**config.mk**
```make
export PLATFORM = sky130hd
export DESIGN_NAME = timer_countdown_nivel2_flat
export DESIGN_NICKNAME = d
export VERILOG_FILES = /design/src/rtl/timer_countdown_nivel2_if.sv /design/src/rtl/timer_countdown_nivel2.sv /design/src/flat_wrapper.sv
export SDC_FILE = /design/constraint.sdc
export NUM_CORES = 1
export LEC_CHECK = 0
export BUFFER_PORTS_ARGS = -buffer_cell sky130_fd_sc_hd__buf_4
export CAP_MARGIN = 25
export CORE_MARGIN = 8
export CORE_UTILIZATION = 35
export CTS_CLUSTER_DIAMETER = 80
export DETAILED_ROUTE_END_ITERATION = 10
export GPL_TIMING_DRIVEN = 0
export HOLD_SLACK_MARGIN = 0.05
export PLACE_DENSITY = 0.61
export SLEW_MARGIN = 25
export SYNTH_ARGS = -nofsm -noshare
export SYNTH_HDL_FRONTEND = slang
export SYNTH_SLANG_ARGS = --single-unit
```
**constraint.sdc**
```tcl
create_clock -name clk -period 2.8 [get_ports clk]
set_input_delay 0.28 -clock clk [delete_from_list [all_inputs] [get_ports clk]]
set_output_delay 0.28 -clock clk [all_outputs]
set_load 0.005 [all_outputs]
```
**src/rtl/timer_countdown_nivel2_if.sv**
```systemverilog
// Keypad/tick inputs and M:SS countdown outputs of the cooking timer.
// Latency: none (wires only).
// Backpressure: none; keys and ticks are level/edge strobes with no handshake.
interface timer_countdown_nivel2_if;
  logic [3:0] D;
  logic       loadn;
  logic       p_1hz;
  logic       enablen;
  logic       clearn;
  logic [3:0] min_ones;
  logic [3:0] sec_tens;
  logic [3:0] sec_ones;
  logic       zero;
  logic       running;
  logic       done;

  modport master (
    output D, loadn, p_1hz, enablen, clearn,
    input  min_ones, sec_tens, sec_ones, zero, running, done
  );

  modport slave (
    input  D, loadn, p_1hz, enablen, clearn,
    output min_ones, sec_tens, sec_ones, zero, running, done
  );
endinterface

```
**src/rtl/timer_countdown_nivel2.sv**
```systemverilog
// BCD M:SS countdown timer: keypad digit entry, 1 Hz decrement, zero/running/done flags.
// Latency: outputs update one clk after the input transition (edge seen and acted on in one clk).
// Backpressure: none; key strokes in RUN and ticks outside RUN are dropped.
module timer_countdown_nivel2 #(
  parameter logic [3:0] SEC_TENS_WRAP = 4'd5,
  parameter logic [3:0] DIGIT_WRAP    = 4'd9
) (
  input  logic                      clk,
  input  logic                      rst,
  timer_countdown_nivel2_if.slave   bus
);

  typedef enum logic [1:0] {
    IDLE = 2'd0,
    SET  = 2'd1,
    RUN  = 2'd2,
    DONE = 2'd3
  } state_t;

  state_t     state_q, state_d;
  logic [3:0] min_q, min_d;
  logic [3:0] tens_q, tens_d;
  logic [3:0] ones_q, ones_d;
  logic       zero_q, zero_d;
  logic       loadn_q;
  logic       p_1hz_q;

  logic       key_ev;
  logic       tick_ev;
  logic       key_ok;
  logic [3:0] dec_min, dec_tens, dec_ones;
  logic       dec_zero;
  logic       shift_zero;

  // Edge strobes: falling loadn is one key stroke, rising p_1hz is one second.
  assign key_ev  = loadn_q & ~bus.loadn;
  assign tick_ev = ~p_1hz_q & bus.p_1hz;
  assign key_ok  = key_ev && (bus.D <= 4'd9);

  // Shifting in a zero can push the only nonzero digit out of min_ones.
  assign shift_zero = (tens_q == 4'd0) && (ones_q == 4'd0) && (bus.D == 4'd0);

  // One-second BCD borrow chain; sec_tens above 5 simply counts down.
  always_comb begin
    dec_min  = min_q;
    dec_tens = tens_q;
    dec_ones = ones_q;
    if (ones_q != 4'd0) begin
      dec_ones = ones_q - 4'd1;
    end else begin
      dec_ones = DIGIT_WRAP;
      if (tens_q != 4'd0) begin
        dec_tens = tens_q - 4'd1;
      end else begin
        dec_tens = SEC_TENS_WRAP;
        dec_min  = min_q - 4'd1;
      end
    end
    dec_zero = (min_q == 4'd0) && (tens_q == 4'd0) && (ones_q == 4'd1);
  end

  // Next-state and digit update; clear beats tick beats key.
  always_comb begin
    state_d = state_q;
    min_d   = min_q;
    tens_d  = tens_q;
    ones_d  = ones_q;
    case (state_q)
      IDLE: begin
        if (!bus.clearn) begin
          min_d  = 4'd0;
          tens_d = 4'd0;
          ones_d = 4'd0;
        end else if (key_ok) begin
          min_d  = tens_q;
          tens_d = ones_q;
          ones_d = bus.D;
          if (bus.D != 4'd0) state_d = SET;
        end
      end
      SET: begin
        if (!bus.clearn) begin
          min_d   = 4'd0;
          tens_d  = 4'd0;
          ones_d  = 4'd0;
          state_d = IDLE;
        end else begin
          if (key_ok) begin
            min_d  = tens_q;
            tens_d = ones_q;
            ones_d = bus.D;
          end
          // Keep SET strictly nonzero: an all-zero shift result falls back to IDLE.
          if (key_ok && shift_zero) state_d = IDLE;
          else if (!bus.enablen)    state_d = RUN;
        end
      end
      RUN: begin
        if (!bus.clearn) begin
          min_d   = 4'd0;
          tens_d  = 4'd0;
          ones_d  = 4'd0;
          state_d = IDLE;
        end else if (tick_ev) begin
          min_d  = dec_min;
          tens_d = dec_tens;
          ones_d = dec_ones;
          if (dec_zero)         state_d = DONE;
          else if (bus.enablen) state_d = SET;
        end else if (bus.enablen) begin
          state_d = SET;
        end
      end
      DONE: begin
        // Digits are already 0:00 here; keys are dropped so IDLE always means zero time.
        state_d = IDLE;
      end
      default: state_d = IDLE;
    endcase
    zero_d = (min_d == 4'd0) && (tens_d == 4'd0) && (ones_d == 4'd0);
  end

  // State, digits, zero flag and edge-detect history.
  always_ff @(posedge clk or posedge rst) begin
    if (rst) begin
      state_q <= IDLE;
      min_q   <= 4'd0;
      tens_q  <= 4'd0;
      ones_q  <= 4'd0;
      zero_q  <= 1'b1;
      loadn_q <= 1'b1;
      p_1hz_q <= 1'b1;
    end else begin
      state_q <= state_d;
      min_q   <= min_d;
      tens_q  <= tens_d;
      ones_q  <= ones_d;
      zero_q  <= zero_d;
      loadn_q <= bus.loadn;
      p_1hz_q <= bus.p_1hz;
    end
  end

  assign bus.min_ones = min_q;
  assign bus.sec_tens = tens_q;
  assign bus.sec_ones = ones_q;
  assign bus.zero     = zero_q;
  assign bus.running  = (state_q == RUN);
  assign bus.done     = (state_q == DONE);

endmodule

```
**src/flat_wrapper.sv**
```systemverilog
// flat-port wrapper written by rule: the top's interface ports become plain ports
module timer_countdown_nivel2_flat 
#(
  parameter logic [3:0] SEC_TENS_WRAP = 4'd5,
  parameter logic [3:0] DIGIT_WRAP    = 4'd9
)
  (clk, rst, bus_D, bus_loadn, bus_p_1hz, bus_enablen, bus_clearn, bus_min_ones, bus_sec_tens, bus_sec_ones, bus_zero, bus_running, bus_done);
  timer_countdown_nivel2_if bus_i ();
  input  logic clk;
  input  logic rst;
  input wire logic [$bits(bus_i.D)-1:0] bus_D;
  input wire logic [$bits(bus_i.loadn)-1:0] bus_loadn;
  input wire logic [$bits(bus_i.p_1hz)-1:0] bus_p_1hz;
  input wire logic [$bits(bus_i.enablen)-1:0] bus_enablen;
  input wire logic [$bits(bus_i.clearn)-1:0] bus_clearn;
  output wire logic [$bits(bus_i.min_ones)-1:0] bus_min_ones;
  output wire logic [$bits(bus_i.sec_tens)-1:0] bus_sec_tens;
  output wire logic [$bits(bus_i.sec_ones)-1:0] bus_sec_ones;
  output wire logic [$bits(bus_i.zero)-1:0] bus_zero;
  output wire logic [$bits(bus_i.running)-1:0] bus_running;
  output wire logic [$bits(bus_i.done)-1:0] bus_done;
  assign bus_i.D = bus_D;
  assign bus_i.loadn = bus_loadn;
  assign bus_i.p_1hz = bus_p_1hz;
  assign bus_i.enablen = bus_enablen;
  assign bus_i.clearn = bus_clearn;
  assign bus_min_ones = bus_i.min_ones;
  assign bus_sec_tens = bus_i.sec_tens;
  assign bus_sec_ones = bus_i.sec_ones;
  assign bus_zero = bus_i.zero;
  assign bus_running = bus_i.running;
  assign bus_done = bus_i.done;
  timer_countdown_nivel2 #(.SEC_TENS_WRAP(SEC_TENS_WRAP), .DIGIT_WRAP(DIGIT_WRAP)) u_core (.clk(clk), .rst(rst), .bus(bus_i));
endmodule
```
# Word level (Yosys, flattened, before mapping)

Index checks and enable logic that the tools add are counted.

Bitwise operators: 4
Reductions and logical operators: 21
Equality and inequality tests: 8
Multiplexer cells: 31
Magnitude comparators: 1
$add $sub $neg: 3

Operators with widths:

| kind                                                                     | number |
|---|---|
| 4-bit two-way mux                                                        | 17 |
| 4-bit logical NOT                                                        | 7 |
| 4-bit one-hot mux with 2 select lines                                    | 3 |
| 2-bit two-way mux                                                        | 10 |
| 4-bit nonzero test                                                       | 3 |
| 4-bit by 1-bit subtractor with 4-bit output (second input constant)      | 3 |
| 1-bit logical AND                                                        | 8 |
| 2-bit one-hot mux with 4 select lines                                    | 1 |
| 2-bit == test (second input constant)                                    | 2 |
| 4-bit by 1-bit == test with 1-bit output (second input constant)         | 1 |
| 4-bit <= comparator (second input constant)                              | 1 |
| 2-bit by 1-bit inequality test with 1-bit output (second input constant) | 2 |
| 4-bit by 3-bit inequality test with 1-bit output (second input constant) | 1 |
| 4-bit AND reduction                                                      | 1 |
| 1-bit AND                                                                | 2 |
| 2-bit by 1-bit == test with 1-bit output (second input constant)         | 1 |
| 2-bit logical NOT                                                        | 1 |
| 2-bit inequality test (second input constant)                            | 1 |
| 1-bit NOT                                                                | 2 |
| 2-bit OR reduction                                                       | 1 |

Word-level logic and storage cells: 75
Output and inout port bits: 15
Bits in registers: 17

# Longest topological paths before layout

Depth after elaboration: 9
Mapped depth: 9

# Least setup slack after synthesis

OpenSTA, ideal clock, no wires.

Path kind: register to register
From: reg u_core.ones_q[0] (netlist: u_core.bus.sec_ones[0])
To: reg u_core.zero_q (netlist: u_core.bus.zero)
Data arrival time: 2366 ps
Cell stages (with the launch flop): 10
Required time: 2710 ps
Slack: 344 ps
Path through: dfrtp_1 -> inv_1 -> ha_1 -> or3b_1 -> buf_2 -> nor3_2 -> o21bai_1 -> a221o_1 -> or4b_1 -> nor4_2

Cells in the longest elaborated chain, start to end: 8
Elaborated cells on any way between the ends: 23
Classes of those cells: 1 x add/sub; 16 x mux; 6 x reduce/logical

Ends and longest elaborated chain:

| element                               | line                          | source |
|---|---|---|
| start: declaration                    | timer_countdown_nivel2.sv:23  | `logic [3:0] ones_q, ones_d;` |
| start signal: assignment              | timer_countdown_nivel2.sv:137 | `ones_q <= ones_d;` |
| 4-bit nonzero test                    | timer_countdown_nivel2.sv:48  | `if (ones_q != 4'd0) begin` |
| 4-bit two-way mux                     | timer_countdown_nivel2.sv:48  |  |
| 4-bit two-way mux                     | timer_countdown_nivel2.sv:104 | `end else if (tick_ev) begin` |
| 4-bit two-way mux                     | timer_countdown_nivel2.sv:99  | `if (!bus.clearn) begin` |
| 4-bit one-hot mux with 2 select lines | timer_countdown_nivel2.sv:68  | `case (state_q)` |
| net u_core.tens_d[3]                  | timer_countdown_nivel2.sv:22  | `logic [3:0] tens_q, tens_d;` |
| 4-bit logical NOT                     | timer_countdown_nivel2.sv:120 | `zero_d = (min_d == 4'd0) && (tens_d == 4'd0) && (ones_d == 4'd0);` |
| 1-bit logical AND (2 in series)       | timer_countdown_nivel2.sv:120 |  |
| net u_core.zero_d                     | timer_countdown_nivel2.sv:24  | `logic zero_q, zero_d;` |
| end signal: assignment                | timer_countdown_nivel2.sv:138 | `zero_q <= zero_d;` |
| end: declaration                      | timer_countdown_nivel2.sv:24  |  |

The timed path passes the listed nets, and every way through them passes these cells.
A chain may end at the register's enable or synchronous reset.

# Worst setup path after layout

From: reg u_core.ones_q[1] (netlist: u_core.bus.sec_ones[1])
To: reg u_core.zero_q (netlist: u_core.bus.zero)

Same word-level chain as after synthesis.

==> run_results.csv <==
group,metric,value,unit
placed_design,numPortBuffers,23,
setup_path,cp-start-kind,"flop",
setup_path,critPathMaxFanout,6,
placed_design,dp_hpwl,2.867,mm
timing,maxSlewViolCount,0,
grt,grt_max_degree,18,
min_path,hold_class,"in -> async",
timing,max_freq,0.3747,GHz
floorplan,initial_utilization,37.06,%
clock_tree,tritoncts,"done",
yosys,ys_warn_count,0,
yosys,syn_area,1256,um2
yosys,ys_seq_area_share,34.16,%
yosys,synth_top_family_by_area,"simple AND/OR/NAND/NOR gates",
clock_tree,clk_pin_slew_worst_paths,0.11,ns
floorplan,die-height,75.91,um
placed_design,detailed_place.area,1486,um2
clock_tree,cts_made_buffers,3,
clock_tree,holdBufCountCts,0,
yosys,synthXorXnorAreaFrac,0.6972,%
yosys,synthCells,145,
grt,grt_pass1_vias,1247,
finish,synthToLayoutAreaGrowth,22.41,%
finish,final_cells,220,
yosys,synth_compound_area_share,24.40,%
setup_path,end_kind,"flop",
floorplan,placementRows,21,
routing,vias_per_cell,5.727,
routing,drt_iter0_drc,98,
yosys,syn_nets,160,
routing,wire_per_inst,17.10,um
routing,dr_total_vias,1260,
setup_path,critical_path_arrival,2.90,ns
clock_tree,cts.sinks,17,
yosys,yosys.area_share.simple,28.88,%
yosys,synthTopCellsByArea,"dfrtp_1 28%, dfstp_2 6.3%, ha_1 5.0%",
grt,gr-total-overflow,0,
clock_tree,clock_latency,0.30,ns
timing,max_slew_margin,47.94,%
yosys,synthAdderAreaFrac,4.980,%
placed_design,routabilityCongestion,0.8455,
yosys,async_flop_share,100.0,%
routing,ant_nets,0,
yosys,syn_avg_cell_area,8.663,um2
routing,drtPass1Iterations,4,
grt,antenna_found_initial,0,
finish,drive_above_1_share,24.71,%
finish,final_nets,190,
finish,n_antenna_cell,0,
floorplan,die_w,75.91,um
yosys,synth-seq-cells,17,
timing,period_needed,2.669,ns
yosys,synthFlopType,"dfrtp_1",
finish,fin_area,1538,um2
yosys,synth.area.mux_share,0.7968,%
timing,finalSetupViolCount,0,
power,peakVddDrop,0.1800,mV
routing,drc,0,
timing,worst_clock_skew,0.002276,ns
power,power_density,357.3,nW/um2
yosys,synth_edf_count,0,
placed_design,post-place-cells,214,
setup_path,setup.worst_path.class,"reg -> reg",
floorplan,io_pins,25,
timing,hold_violations,0,
clock_tree,cts_root_buffer,"clkbuf_4",
setup_path,rr_worst_depth,9,
timing,worstMarginPinSlew,0.7773,ns
flow_run,maxCapViolCount,0,
floorplan,core_area,3390,um2
clock_tree,cts_buffer_depth,2,
yosys,synth_top_cell_area_share,27.89,%
yosys,synth.distinct_cells,52,
yosys,yosysTopAreaCell,"dfrtp_1",
power,p_leak,0.6813,nW
grt,grt.total_usage,12.95,%
setup_path,crit_required,3.03,ns
routing,routed_wl,3.761,mm
run_status,status,"complete, no violations",
floorplan,die-area,5762,um2
grt,grt_pass1_wl,6.313,mm
timing,period_share,95.33,%
clock_tree,h-tree-depth,1,
==> worst paths after layout <==
check	from	endpoint	slack (ns)
worst max-delay path	u_core.bus.sec_ones[1]$_DFF_PP0_	u_core.bus.zero$_DFF_PP1_	0.13
worst min-delay path	rst	u_core.bus.sec_tens[2]$_DFF_PP0_	0.06
worst max register to register	u_core.bus.sec_ones[1]$_DFF_PP0_	u_core.bus.zero$_DFF_PP1_	0.13
worst min register to register	u_core.bus.min_ones[3]$_DFF_PP0_	u_core.bus.min_ones[3]$_DFF_PP0_	0.59
max in group asynchronous	rst	u_core.bus.sec_ones[0]$_DFF_PP0_	2.28
min in group clk	bus_loadn	u_core.loadn_q$_DFF_PP1_	0.09
==> power breakdown <==
part	total [mW]	internal (mW)	switching (mW)	leakage, nW
logic	0.136	0.0602	0.0756	0.440
clock network	0.144	0.0533	0.0910	0.0177
registers	0.269	0.259	0.00993	0.224
==> routing by layer <==
metal	global-route usage (%)	wire length (um)	up-vias
met5	0	0	-
met4	5.294	63	0
met3	1.887	158	5
met2	20.99	1779	36
met1	16.62	1758	601
li1	-	-	618
==> stage by stage <==
| step | hold WS [ns] | util (%) | setup WS (ns) | TNS (ns) | power [mW] |
|---|---|---|---|---|---|
| after floorplan | 0.2039 | - | 0.3437 | 0 | 0.3544 |
| after global placement | 0.4125 | 43.85 | 0.1122 | 0 | 0.4032 |
| after detailed placement | 0.4125 | 43.85 | 0.05573 | 0 | 0.4052 |
| after CTS | 0.08245 | 44.67 | 0.02142 | 0 | 0.5506 |
| after global routing | 0.07010 | 45.37 | -0.01247 | -0.01247 | 0.5858 |
| final | 0.05931 | 45.37 | 0.1309 | 0 | 0.5495 |
==> state kept, by name, indices dropped and copies added (netlist names) <==
signal,flops
u_core.bus.min_ones,4
u_core.bus.sec_ones,4
u_core.bus.sec_tens,4
u_core.bus.zero,1
u_core.loadn_q,1
u_core.p_1hz_q,1
u_core.state_q,2
==> cells in the final DEF, fill, tap and decap left out, drive strengths merged, types with 3 or more instances in the layout <==
| cell type | count |
|---|---|
| a221o | 3 |
| or4 | 3 |
| dfrtp | 14 |
| nand2 | 7 |
| nand3 | 6 |
| a31oi | 3 |
| nor3b | 4 |
| ha | 5 |
| clkbuf | 7 |
| nor3 | 6 |
| nor2b | 3 |
| o21ai | 7 |
| a21oi | 12 |
| buf | 27 |
| nand3b | 3 |
| nor2 | 7 |
| inv | 12 |
| nand2b | 3 |
| nor4 | 3 |
| dfstp | 3 |
==> cell type report <==
class / instances / area, um2
inverter: 12 / 45.04
sequential: 17 / 430.4
tap: 46 / 57.56
clock buffer: 3 / 22.52
buffer: 6 / 31.28
clock inverter: 1 / 5.005
timing repair buffer: 25 / 187.7
fill: 334 / 1852
multi-input combinational: 110 / 758.2
==> cell usage after synthesis, types with 3 or more instances <==
master / n
a21oi_1: 12
a221o_1: 3
a31oi_1: 3
clkbuf_1: 4
dfrtp_1: 14
dfstp_2: 3
ha_1: 5
inv_1: 12
nand2_1: 7
nand2b_1: 3
nand3_1: 6
nand3b_1: 3
nor2_1: 7
nor2b_1: 3
nor3_1: 5
o21ai_0: 7
or4_1: 3
==> cell families (layout without fill, tap and decap cells) <==
logic type,after synthesis,after routing
and+or+nand+nor,58,58
xor gates and xnor gates,1,1
DFF,17,17
buffers and inverters,18,47
muxes,1,1
adders and majority gates,5,5
AOI/OAI and AO/OA,45,45
==> worst max-delay path: stages (launching register included) <==
cell      delay (ns)
dfrtp_1         0.44
inv_1           0.14
ha_2            0.22
or3b_1          0.33
buf_2           0.17
nor3_2          0.21
o21bai_1        0.08
a221o_1         0.32
or4b_4          0.54
nor4_2          0.14
==> what timing repair did <==
item	4_1_cts	5_1_grt
endpoints found under the hold margin	0	0
buffers inserted	0	2
endpoints found under the setup margin	0	1
gates resized for setup	0	4
(Power assumes the default switching activity.)
